### src/rtl/hiscore_ram_port.sv
// hiscore_ram_port
//   Game-side responder for the hiscore engine's RAM access interface. Sits
//   between the CPU work-RAM port and a single-port work RAM (1-cycle read
//   latency). Hiscore reads/writes are slotted into CPU idle cycles, take the
//   RAM outright while hs_pause is high, and steal a CPU cycle once the
//   hiscore side has been denied STARVE_LIMIT consecutive cycles.
//
// Ports
//   clk, reset_n                  clock, async active-low reset
//   hs_address/hs_data_in         hiscore address / write data
//   hs_write                      rising edge requests one write
//   hs_pause                      CPU halted, every cycle is a hiscore slot
//   hs_data_out, hs_ready         read data, valid when hs_ready
//   overrun                       sticky: a pending write was replaced
//   cpu_addr/din/we/ce            CPU RAM request
//   cpu_wait, cpu_dout            CPU stall (hold request), CPU read data
//   ram_addr/din/we, ram_dout     single-port RAM
//
// state   | meaning
// IDLE    | waiting for a slot with a pending hiscore access
// WR      | hiscore write was issued last cycle, RAM back to CPU
// RD_WAIT | hiscore read in flight, ram_dout valid this cycle

module hiscore_ram_port #(
  parameter int AW           = 16,
  parameter int STARVE_LIMIT = 15
) (
  input  logic          clk,
  input  logic          reset_n,
  input  logic [AW-1:0] hs_address,
  input  logic [7:0]    hs_data_in,
  input  logic          hs_write,
  input  logic          hs_pause,
  output logic [7:0]    hs_data_out,
  output logic          hs_ready,
  output logic          overrun,
  input  logic [AW-1:0] cpu_addr,
  input  logic [7:0]    cpu_din,
  input  logic          cpu_we,
  input  logic          cpu_ce,
  output logic          cpu_wait,
  output logic [7:0]    cpu_dout,
  output logic [AW-1:0] ram_addr,
  output logic [7:0]    ram_din,
  output logic          ram_we,
  input  logic [7:0]    ram_dout
);

  typedef enum logic [1:0] {IDLE, WR, RD_WAIT} state_t;

  localparam logic [7:0] LIMIT = 8'(STARVE_LIMIT);

  state_t        state, state_nxt;
  logic [7:0]    starve_cnt;
  logic          rd_pend, wr_pend;
  logic [AW-1:0] last_addr, wr_addr, rd_addr;
  logic [7:0]    wr_data;
  logic          last_write;

  logic slot, issue_wr, issue_rd, addr_chg, wr_edge, rd_ok;

  assign slot     = hs_pause | ~cpu_ce | (starve_cnt >= LIMIT);
  assign addr_chg = (hs_address != last_addr);
  assign wr_edge  = hs_write & ~last_write;
  // A read in flight is only usable if the address it was issued for is
  // still the requested one and did not move during the data cycle.
  assign rd_ok    = (hs_address == rd_addr) & ~addr_chg;
  assign cpu_dout = ram_dout;

  always_comb begin
    state_nxt = state;
    issue_wr  = 1'b0;
    issue_rd  = 1'b0;
    ram_addr  = cpu_addr;
    ram_din   = cpu_din;
    ram_we    = cpu_we & cpu_ce & ~hs_pause;
    case (state)
      IDLE: begin
        if (slot && wr_pend) begin
          issue_wr  = 1'b1;
          state_nxt = WR;
          ram_addr  = wr_addr;
          ram_din   = wr_data;
          ram_we    = 1'b1;
        end else if (slot && rd_pend) begin
          issue_rd  = 1'b1;
          state_nxt = RD_WAIT;
          ram_addr  = hs_address;
          ram_we    = 1'b0;
        end
      end
      WR:      state_nxt = IDLE;
      RD_WAIT: state_nxt = IDLE;
      default: state_nxt = IDLE;
    endcase
    // No RAM write may escape while reset is held, whatever the CPU drives.
    if (!reset_n) ram_we = 1'b0;
    cpu_wait = reset_n & cpu_ce & ~hs_pause & (issue_wr | issue_rd);
  end

  always_ff @(posedge clk or negedge reset_n) begin
    if (!reset_n) state <= IDLE;
    else          state <= state_nxt;
  end

  always_ff @(posedge clk or negedge reset_n) begin
    if (!reset_n) begin
      hs_data_out <= 8'h00;
      hs_ready    <= 1'b0;
      overrun     <= 1'b0;
      starve_cnt  <= 8'h00;
      rd_pend     <= 1'b1;
      wr_pend     <= 1'b0;
      last_addr   <= '0;
      last_write  <= 1'b0;
      wr_addr     <= '0;
      wr_data     <= 8'h00;
      rd_addr     <= '0;
    end else begin
      last_addr  <= hs_address;
      last_write <= hs_write;

      if (issue_rd) rd_addr <= hs_address;

      // A read issued this cycle already uses the new address, so an address
      // change only leaves a read pending if nothing was issued for it.
      if (wr_edge)       rd_pend <= 1'b1;
      else if (issue_rd) rd_pend <= 1'b0;
      else if (addr_chg) rd_pend <= 1'b1;

      if (wr_edge) begin
        wr_pend <= 1'b1;
        wr_addr <= hs_address;
        wr_data <= hs_data_in;
        if (wr_pend && !issue_wr) overrun <= 1'b1;
      end else if (issue_wr) begin
        wr_pend <= 1'b0;
      end

      if (state == RD_WAIT && rd_ok) hs_data_out <= ram_dout;

      if (addr_chg || wr_edge)
        hs_ready <= 1'b0;
      else if (state == RD_WAIT && rd_ok && !rd_pend && !wr_pend)
        hs_ready <= 1'b1;

      if (issue_wr || issue_rd || !(rd_pend || wr_pend))
        starve_cnt <= 8'h00;
      else if (state == IDLE && !slot && starve_cnt < LIMIT)
        starve_cnt <= starve_cnt + 8'd1;
    end
  end

endmodule

### config.mk
export PLATFORM = sky130hd
export DESIGN_NAME = hiscore_ram_port
export DESIGN_NICKNAME = d
export VERILOG_FILES = /design/src/rtl/hiscore_ram_port.sv
export SDC_FILE = /design/constraint.sdc
export NUM_CORES = 1
export LEC_CHECK = 0
export BUFFER_PORTS_ARGS = -buffer_cell sky130_fd_sc_hd__buf_4
export CORE_UTILIZATION = 52
export DETAILED_ROUTE_END_ITERATION = 7
export GPL_TIMING_DRIVEN = 0
export PLACE_DENSITY = 0.81
export SYNTH_ARGS = -nofsm -noshare
export SYNTH_HDL_FRONTEND = slang
export SYNTH_SLANG_ARGS = --single-unit
### constraint.sdc
create_clock -name clk -period 3.5 [get_ports clk]
set_clock_uncertainty 0.15 [all_clocks]
set_input_delay 0.7 -clock clk [delete_from_list [all_inputs] [get_ports clk]]
set_output_delay 0.7 -clock clk [all_outputs]
set_load 0.1 [all_outputs]
==> impl_metrics.yaml <==
clock_tree:
  worstSkewPairLatency_ns: 0.35
  cts_buffers: 9
  root_buffer: "clkbuf_8"
  cts_hold_buf: 0
  clock_tree.buffer_depth: 2
  clk_pin_slew_ns: 0.08
  cts-htree-levels: 3
  tritoncts: "built"
  clock-sinks: 79
floorplanning:
  io_pins: 106
  initial_core_util: 0.550
  rows: 30
  die_area_mm2: 0.00770
  die_h_um: 87.7
  coreArea_mm2: 0.00694
  die_x_um: 87.7
finish:
  fin_nets: 542
  fill_cells: 495
  final_common_cell: "buf_4"
  drive_gt1_frac: 0.397
  synthToLayoutAreaGrowth_pct: 31.9
  mostFrequentLayoutCells: "buf_4, dfrtp_1, nand2_1, mux2_2, xor2_1"
  diodes: 0
global_route:
  grt_start_max_net_pins: 82
  antenna_found_initial: 0
  grt.overflow.total: 0
  grt_pass1_wl_um: 15200
  grt_pass1_vias: 3193
  grtUsageTotal: 0.265
routing:
  first_pass_iters: 4
  vias: 3107
  viasPerCell: 5.36
  drtAntennaViolNets: 0
  drc: 0
  wl_um: 9390
  initialDrtViolationCount: 227
  post_drt_wl_per_cell_um: 16.2
critical_path:
  required_ns: 2.65
  cp.arrival_ns: 2.53
  r2r-start: "starve_cnt[0]$_DFFE_PN0P_"
  slowest_delay_ns: 0.39
  crit_path_cell_trace: "buf_4, and2b_1, a311oi_4, and2_1, buf_4, buf_6, mux2_2, buf_4"
  critPathCaptureType: "primary output"
  reg2regPathDepth: 8
  start_kind: "primary input"
  setup.worst_path.class: "primary input to primary output"
  cp_common_cell: "buf_4"
  crit_fanout: 10
  startpoint: "cpu_ce"
  r2r_slack_ns: 1.12
  slowest_stage: "a311oi_4"
  reg2reg_to: "rd_addr[13]$_DFFE_PN0P_"
logic_synthesis:
  syn-instance-count: 361
  avgSynthCellArea_um2: 10.6
  synth-edff-count: 0
  yosys_warnings: 0
  syn_area_mm2: 0.00382
  synth_fp_nets: 424
  synth_cell_type_count: 37
  synth-main-ff-cell: "dfrtp_1"
  async_flop_share: 1.00
  ys_seq_area_frac: 0.518
  synth.ff_latch_count: 79
placement:
  hpwl_um: 6680
  place.gp.congestion: 0.766
  portBuffers: 105
  post-place-ws_ns: -0.0570
pwr:
  powerDensity_mw_per_mm2: 856
  power.leakage_nw: 2.41
  p_total_w: 0.00432
  ir_worst_vdd_v: 0.000536
timing:
  fin_crit_ns: 3.38
  maxSlewViolCount: 0
  holdWs_ns: 0.315
  rsz0062_at_grt: "no"
  fin_ws_ns: 0.118
  setup_viol: 0
  fin_crit_sh: 0.966
  setup_tns_ns: 0
  tightestPinTransition_ns: 0.975
  hold_viol_final: 0
  fmax_ghz: 0.296
  slew_headroom: 0.350
job:
  maxCapViolCount: 0
run_status:
  status: "finished clean"
min_path:
  min_path_type: "primary input to flop"
  hold_depth: 1
  holdPathEnd: "last_write$_DFF_PN0_"
  min_from: "hs_write"
[per-stage QoR]
stage	cell area (µm²)	util	instances
2_1_floorplan	3890	-	361
5_1_grt	5040	0.726	580
6_report	5040	0.726	580
3_5_place_dp	4800	0.691	562
4_1_cts	4990	0.719	579
3_3_place_gp	4800	0.691	562
[final cells by class]
cell class	instances	area [µm²]	area share
Sequential cell	79	1980	0.392
Timing Repair Buffer	107	841	0.167
Inverter	1	3.75	0.000744
Clock inverter	5	58.8	0.0117
Buffer	27	156	0.0310
Multi-Input combinational cell	254	1750	0.348
Tap cell	96	120	0.0238
Clock buffer	11	131	0.0261
[sequential cells by signal, summed over array words and instances, names as in the netlist]
name / flops
starve_cnt: 8
wr_data: 8
rd_addr: 16
hs_data_out: 8
rd_pend: 1
wr_pend: 1
overrun: 1
wr_addr: 16
last_addr: 16
last_write: 1
hs_ready: 1
state: 2
[where the power goes]
part           internal (W)  switching (W)  leakage, nW
Sequential          0.00109       0.000114        0.977
Combinational      0.000721        0.00173         1.35
Clock              0.000330       0.000332       0.0895
[cell usage after synthesis, drive strengths merged (2+ instances only)]
library cell / count / area [µm²]
clkbuf: 13 / 48.8
mux2: 32 / 360
dfrtp: 78 / 1950
and2: 4 / 25.0
nand2: 75 / 284
nand4: 2 / 12.5
nor4: 9 / 71.3
nor3: 2 / 21.3
buf: 14 / 104
nor2: 11 / 41.3
a22oi: 16 / 120
a31oi: 16 / 100
xnor2: 4 / 35.0
nand3: 4 / 25.0
nor3b: 3 / 22.5
o21ai: 18 / 90.1
nor2b: 17 / 106
xor2: 31 / 272
[how the worst max path moves through the flow]
stage,to,slack [ns],depth (start not counted)
global placement,ram_addr[6],-0.02,9
finish,ram_din[5],0.12,8
floorplan,ram_we,-0.36,7
detailed placement,ram_addr[6],-0.06,9
CTS,ram_addr[6],0.02,6
global route,ram_din[6],0.01,8
[repair_timing]
item	4_1_cts	5_1_grt
setup endpoints to repair	26	12
pin swaps	1	0
resized for setup	1	14
setup buffers	1	1
[metal layers]
layer | share of wire | wire length, µm | global-route usage | vias to the layer above
li1 | - | - | - | 1470
met1 | 0.42 | 3960 | 0.337 | 1530
met2 | 0.51 | 4760 | 0.442 | 96
met3 | 0.056 | 528 | 0.0631 | 11
met4 | 0.015 | 140 | 0.0999 | 0
met5 | 0 | 0 | 0 | -
[cell families after synthesis]
group / share of synthesized area
simple gates: 0.168
flops: 0.518
compound gates: 0.0933
xor+xnor: 0.0802
mux: 0.0969
buf+inv: 0.0409
fa+ha+maj: 0.00327
[worst max-delay path, delay by kind of cell]
kind                   cells  cell delay, ns
AO/OA/AOI/OAI              1            0.39
buffers and inverters      4            0.70
multiplexers               1            0.34
AND/OR/NAND/NOR            2            0.39
Note: power is estimated with default switching activity, not from simulation.
